==> config.mk <==
export PLATFORM = sky130hd
export DESIGN_NAME = audio_out_serializer
export DESIGN_NICKNAME = d
export VERILOG_FILES = /design/src/rtl/audio_pkg.sv /design/src/rtl/audio_clk_div.sv /design/src/rtl/audio_out_serializer.sv
export SDC_FILE = /design/constraint.sdc
export NUM_CORES = 1
export LEC_CHECK = 0
export CAP_MARGIN = 5
export CELL_PAD_IN_SITES_DETAIL_PLACEMENT = 1
export CELL_PAD_IN_SITES_GLOBAL_PLACEMENT = 1
export CORE_UTILIZATION = 45
export DETAILED_ROUTE_END_ITERATION = 16
export GPL_ROUTABILITY_DRIVEN = 1
export PLACE_DENSITY = 0.73
export SYNTH_ARGS = -nofsm -noshare
export SYNTH_HDL_FRONTEND = slang
export SYNTH_HIERARCHICAL = 1
export SYNTH_SLANG_ARGS = --single-unit
==> constraint.sdc <==
create_clock -name clk -period 5.4 [get_ports clk]
set_clock_uncertainty 0.1 [all_clocks]
set_input_delay 0.81 -clock clk [delete_from_list [all_inputs] [get_ports clk]]
set_output_delay 0.81 -clock clk [all_outputs]
set_load 0.02 [all_outputs]
==> src/rtl/audio_pkg.sv <==
// Shared constants and types for the I2S audio output path.
package audio_pkg;

    localparam int unsigned SAMPLE_W    = 16;
    localparam int unsigned FRAME_SLOTS = 32;
    localparam int unsigned FRAME_W     = 2 * SAMPLE_W;
    localparam int unsigned SLOT_W      = $clog2(FRAME_SLOTS);
    localparam int unsigned LOAD_SLOT   = 1;
    localparam int unsigned DIV_W       = 8;

    typedef logic [SAMPLE_W-1:0] sample_t;
    typedef logic [FRAME_W-1:0]  frame_t;

endpackage

==> src/rtl/audio_clk_div.sv <==
// Bit-clock divider: bclk toggles every CLK_DIV clks; shift_edge flags the clk of each 1->0 toggle.
module audio_clk_div #(
    parameter int unsigned CLK_DIV = 4
) (
    input  logic clk,
    input  logic rst_n,
    output logic bclk,
    output logic shift_edge
);
    import audio_pkg::*;

    localparam logic [DIV_W-1:0] TERM = DIV_W'(CLK_DIV - 1);

    logic [DIV_W-1:0] cnt_q, cnt_d;
    logic             bclk_q, bclk_d;
    logic             terminal;

    always_comb begin
        terminal = (cnt_q == TERM);
        cnt_d    = terminal ? '0 : cnt_q + 1'b1;
        bclk_d   = terminal ? ~bclk_q : bclk_q;
    end

    always_ff @(posedge clk or negedge rst_n) begin
        if (!rst_n) begin
            cnt_q  <= '0;
            bclk_q <= 1'b0;
        end else begin
            cnt_q  <= cnt_d;
            bclk_q <= bclk_d;
        end
    end

    assign bclk       = bclk_q;
    assign shift_edge = terminal & bclk_q;

endmodule

==> src/rtl/audio_out_serializer.sv <==
// Mono-to-I2S serializer with a 1-entry holding buffer and underrun repeat.
// Optional AUDIO_OUT_UNDERRUN_CNT_EN adds a saturating 16-bit underrun_count output.
module audio_out_serializer #(
    parameter int unsigned CLK_DIV  = 4,
    parameter int unsigned SAMPLE_W = 16
) (
    input  logic                clk,
    input  logic                rst_n,
    input  logic [SAMPLE_W-1:0] summed_output,
    input  logic                sample_valid,
    output logic                sample_ready,
    output logic                bclk,
    output logic                lrclk,
    output logic                sdata,
`ifdef AUDIO_OUT_UNDERRUN_CNT_EN
    output logic [15:0]         underrun_count,
`endif
    output logic                underrun
);
    import audio_pkg::*;

    localparam logic [SLOT_W-1:0] LOAD_IDX = SLOT_W'(LOAD_SLOT);

    logic              shift_edge;
    logic [SLOT_W-1:0] slot_q, slot_d;
    logic              lrclk_q, lrclk_d;
    frame_t            frame_q, frame_d;
    sample_t           buf_q, buf_d;
    sample_t           prev_q, prev_d;
    logic              full_q, full_d;
    logic              underrun_q, underrun_d;

    audio_clk_div #(
        .CLK_DIV(CLK_DIV)
    ) u_clk_div (
        .clk       (clk),
        .rst_n     (rst_n),
        .bclk      (bclk),
        .shift_edge(shift_edge)
    );

    always_comb begin
        slot_d     = slot_q;
        lrclk_d    = lrclk_q;
        frame_d    = frame_q;
        buf_d      = buf_q;
        prev_d     = prev_q;
        full_d     = full_q;
        underrun_d = 1'b0;

        if (shift_edge) begin
            slot_d  = slot_q + 1'b1;
            lrclk_d = slot_d[SLOT_W-1];
            if (slot_d == LOAD_IDX) begin
                if (full_q) begin
                    frame_d = {buf_q, buf_q};
                    prev_d  = buf_q;
                    full_d  = 1'b0;
                end else begin
                    frame_d    = {prev_q, prev_q};
                    underrun_d = 1'b1;
                end
            end else begin
                frame_d = {frame_q[FRAME_W-2:0], 1'b0};
            end
        end

        // Capture after the load so a same-clk handshake refills the buffer.
        if (sample_valid && !full_q) begin
            buf_d  = sample_t'(summed_output);
            full_d = 1'b1;
        end
    end

    always_ff @(posedge clk or negedge rst_n) begin
        if (!rst_n) begin
            slot_q     <= '0;
            lrclk_q    <= 1'b0;
            frame_q    <= '0;
            buf_q      <= '0;
            prev_q     <= '0;
            full_q     <= 1'b0;
            underrun_q <= 1'b0;
        end else begin
            slot_q     <= slot_d;
            lrclk_q    <= lrclk_d;
            frame_q    <= frame_d;
            buf_q      <= buf_d;
            prev_q     <= prev_d;
            full_q     <= full_d;
            underrun_q <= underrun_d;
        end
    end

`ifdef AUDIO_OUT_UNDERRUN_CNT_EN
    logic [15:0] ucnt_q;

    always_ff @(posedge clk or negedge rst_n) begin
        if (!rst_n) begin
            ucnt_q <= '0;
        end else if (underrun_q && (ucnt_q != 16'hFFFF)) begin
            ucnt_q <= ucnt_q + 1'b1;
        end
    end

    assign underrun_count = ucnt_q;
`endif

    assign sample_ready = ~full_q;
    assign lrclk        = lrclk_q;
    assign sdata        = frame_q[FRAME_W-1];
    assign underrun     = underrun_q;

endmodule

**Word level (Yosys, flattened, before mapping)**

Index checks and enable logic that the tools add are counted.
Widths: inputs -> output; s select.

- Register bits: 81
- Output and inout port bits: 5
- Logic and storage cells: 31

- $add $sub $neg: 2
- Eq/ne operators: 2
- Multiplexer cells: 9
- Bitwise operators: 3
- Reduce and logical (&&, ||, !) cells: 6

Operators with widths:

| operator | count |
|---|---|
| $mux 32 | 2 |
| $add 8x1->8 const B | 1 |
| $eq 8x2->1 const B | 1 |
| $mux 8 | 1 |
| $mux 1 | 6 |
| $add 5x1->5 const B | 1 |
| $eq 5x1->1 const B | 1 |
| $reduce_bool 2->1 | 2 |
| $reduce_and 3->1 | 1 |
| $not 1->1 | 2 |
| $reduce_and 2->1 | 1 |
| $and 1x1->1 | 1 |
| $logic_and 1x1->1 | 1 |
| $logic_not 1->1 | 1 |

**Longest topological paths before layout**

- Depth after elaboration: 5
- Depth in mapped cells: 9

**Modules after synthesis**

The synthesis kept the hierarchy.

Modules (own cells, without submodules):

| module | instances | cells each | area each (um^2) |
|---|---|---|---|
| audio_out_serializer | 1 | 216 | 3070.4 |
| audio_clk_div | 1 | 32 | 399.1 |

**Worst setup path before layout**

OpenSTA, ideal clock, no wires.

- Path kind: register -> register
- Start point: reg u_clk_div.cnt_q[4]
- End point: reg prev_q[10]
- Data arrival time: 2650 ps
- Data required time: 5175 ps
- Path slack: 2525 ps
- Stages on the path, launching flop included: 9
- Path buffers: 2
- Cells stage by stage: dfrtp_1 > or3_4 > nor4_4 > and2_1 > clkbuf_1 > nand2_1 > a211oi_4 > buf_8 > mux2_4

- Cells in the longest elaborated chain, start to end: 3

Ends and longest elaborated chain:

| what | RTL line | text |
|---|---|---|
| from (decl) | audio_clk_div.sv:14 | `logic [DIV_W-1:0] cnt_q, cnt_d;` |
| from (signal assigned) | audio_clk_div.sv:29 | `cnt_q <= cnt_d;` |
| $eq 8x2->1 | audio_clk_div.sv:19 | `terminal = (cnt_q == TERM);` |
| $and 1x1->1 | audio_clk_div.sv:35 | `assign shift_edge = terminal & bclk_q;` |
| named net shift_edge | audio_out_serializer.sv:24 | `logic shift_edge;` |
| $reduce_and 3->1 (no line) | n/a |  |
| to (signal assigned) | audio_out_serializer.sv:89 | `prev_q <= prev_d;` |
| to (decl) | audio_out_serializer.sv:29 | `sample_t prev_q, prev_d;` |

The timed path passes the listed nets, and every way through them passes these cells.
A chain may end at the register's enable or synchronous reset.

**Final worst setup path**

- Start point: reg u_clk_div.cnt_q[5]
- End point: reg prev_q[0]

The elaborated chain is that of the path after synthesis.

==> flow_metrics.py <==
metrics = {
    "clocking": {
        "path_clk_slew_ps": 80,
        "postCtsResizedCells": 0,
        "tritoncts": "done",
        "cts_root_buffer": "clkbuf_8",
        "cts_made_buffers": 9,
        "clock_latency_ps": 360,
        "cts_setup_buffers": 0,
        "clock_sinks": 80,
        "ctsLongestPathBuffers": 2,
        "cts_hold_buf": 0,
        "htree_levels": 3,
    },
    "critical_path": {
        "crit_path_max_fanout": 17,
        "cp_data_arrival_time_ps": 3750,
        "cp-end-kind": "flop",
        "crit_type": "reg2reg",
        "worstSetupStartpointType": "flop",
        "required_ps": 5540,
    },
    "sta": {
        "max_freq_ghz": 0.277,
        "setup-tns-final_ps": 0,
        "period_needed_ps": 3620,
        "slew_headroom_pct": 27.8,
        "rsz0062_at_grt": "no",
        "tightestPinTransition_ps": 1080,
        "maxSlewViolCount": 0,
        "period_share_pct": 67.0,
        "finalSetupViolCount": 0,
        "hold_viol_final": 0,
    },
    "power": {
        "vdd_ir_drop_max_mv": 0.147,
        "power_density_nw_per_um2": 324,
        "power_leakage_nw": 1.78,
    },
    "hold_path": {
        "hold_class": "reg2reg",
    },
    "logic_synthesis": {
        "syn_nets": 270,
        "yosysSeqAreaShare_pct": 57.7,
        "yosys-top-cells-count": "80 x dfrtp_1, 29 x a221o_1, 23 x mux2_2",
        "async_flop_share_pct": 100,
        "avgSynthCellArea_um2": 14.0,
        "yosys_warnings": 6,
        "synthFlopType": "dfrtp_1",
        "synthesis.area_um2": 3470,
        "synthTopCellsByArea": "dfrtp_1 58%, a221o_1 8.4%, mux2_2 7.5%",
        "synth_area_leader_cell": "dfrtp_1",
        "ys_types": 33,
        "post-synth-top-count-cell": "dfrtp_1",
        "ys_seq_elements": 80,
        "synth_top_area_share_pct": 57.7,
        "synth_cells": 248,
        "synth_edf_count": 0,
    },
    "floorplan": {
        "core_area_um2": 7370,
        "die_h_um": 89.8,
        "rows": 31,
        "die_area_um2": 8060,
        "start_util_pct": 47.1,
        "die-width_um": 89.8,
        "pin_count": 24,
    },
    "route": {
        "routed_wl_um": 6550,
        "dr.pass1.iters": 4,
        "dr.first_iter.drc_count": 69,
        "drc": 0,
        "postRouteAntennaNets": 0,
        "viasPerCell": 5.69,
        "vias": 2110,
        "wl_per_cell_um": 17.7,
    },
    "run_status": {
        "outcome": "finished clean",
    },
    "placed_design": {
        "dp_cells": 355,
        "io_buffers": 23,
        "placed_area_um2": 3750,
        "hpwl_um": 4330,
        "gp_congestion": 0.699,
    },
    "finish": {
        "nets": 289,
        "fin_util_pct": 54.0,
        "antenna_cells": 0,
        "area_growth_pct": 14.8,
        "drive_above_1_share_pct": 20.6,
        "stdcell_area_um2": 3980,
        "fin_cells": 371,
    },
    "global_routing": {
        "grt_start_max_net_pins": 81,
        "antenna_found_initial": 0,
        "grt.overflow.total": 0,
        "grt_pass1_vias": 2205,
        "grt_util_all_layers_pct": 18.5,
        "grt_pass1_wl_um": 11500,
    },
    "flow_run": {
        "maxCapViolCount": 0,
    },
}
per-layer routing:
metal  vias to the layer above  GRT usage [%]  routed length (µm)
li1                        981              -                   -
met1                      1084           27.1                3240
met2                        36           25.9                2980
met3                         9           5.41                 233
met4                         0           6.56                  89
met5                         -              0                   0
flip-flops by register name, indices dropped and copies added, names as in the netlist:
register         cells
underrun             1
u_clk_div/bclk       1
frame_q             32
full_q               1
buf_q               16
slot_q               5
prev_q              16
u_clk_div/cnt_q      8
report_power, final:
group	total (mW)	internal [mW]	switching (mW)	leakage, nW
combinational	0.101	0.0663	0.0344	0.681
clock	0.497	0.274	0.223	0.105
sequential	0.694	0.654	0.0395	0.997
total	1.29	0.995	0.297	1.78
kinds of logic after synthesis:
logic type | synth area share (%)
compound gates | 14.4
mux | 16.0
simple gates | 5.30
flops | 57.7
buf+inv | 3.07
fa+ha+maj | 1.08
xor+xnor | 2.52
per-stage QoR:
| stage | setup slack (ps) | hold WS [ps] | power [mW] |
|---|---|---|---|
| 2_1_floorplan | 2530 | 351 | 0.757 |
| 3_3_place_gp | 1940 | 365 | 0.802 |
| 3_5_place_dp | 1840 | 376 | 0.807 |
| 4_1_cts | 1800 | 394 | 1.31 |
| 5_1_grt | 1550 | 420 | 1.35 |
| 6_report | 1780 | 391 | 1.29 |
cell usage in the layout, fill, tap and decap left out, types with 4 or more instances in the layout:
cell type,synthesis,layout
nand3_1,5,5
mux2i_1,16,16
clkdlybuf4s50_1,0,22
a211oi_1,17,17
inv_1,5,5
dfrtp_1,80,80
mux2_4,9,9
xnor2_1,8,8
nor2_1,4,4
clkbuf_8,0,10
nand2_1,4,4
a221o_1,29,29
mux2_2,23,23
nor2b_1,4,4
cell type report:
cell class | instances | area [µm²]
fillers | 745 | 3390
flip-flops and latches | 80 | 2000
multi-input cells | 146 | 1370
repair buffers | 25 | 243
clock buffers | 10 | 138
well taps | 99 | 124
clock inverters | 6 | 91.3
inverters | 5 | 18.8
critical path, stage by stage (launching register included):
cell,delay [ps]
dfrtp_1,430
or3_4,400
nor4_4,310
and2_1,380
nand2_1,430
a211oi_4,1020
mux2_2,430
worst paths after layout:
kind / startpoint / end / slack, ps / depth (start not counted)
max: u_clk_div/cnt_q[5] / prev_q[0] / 1780 / 6
max reg2reg: u_clk_div/cnt_q[5] / prev_q[0] / 1780 / 6
min: u_clk_div/bclk / u_clk_div/bclk / 390 / 1
max in group asynchronous: rst_n / u_clk_div/cnt_q[0] / 4050 / 1
min in group asynchronous: rst_n / frame_q[31] / 510 / 1
min reg2reg: u_clk_div/bclk / u_clk_div/bclk / 390 / 1
No activity file was read; power rests on OpenSTA's default activity.
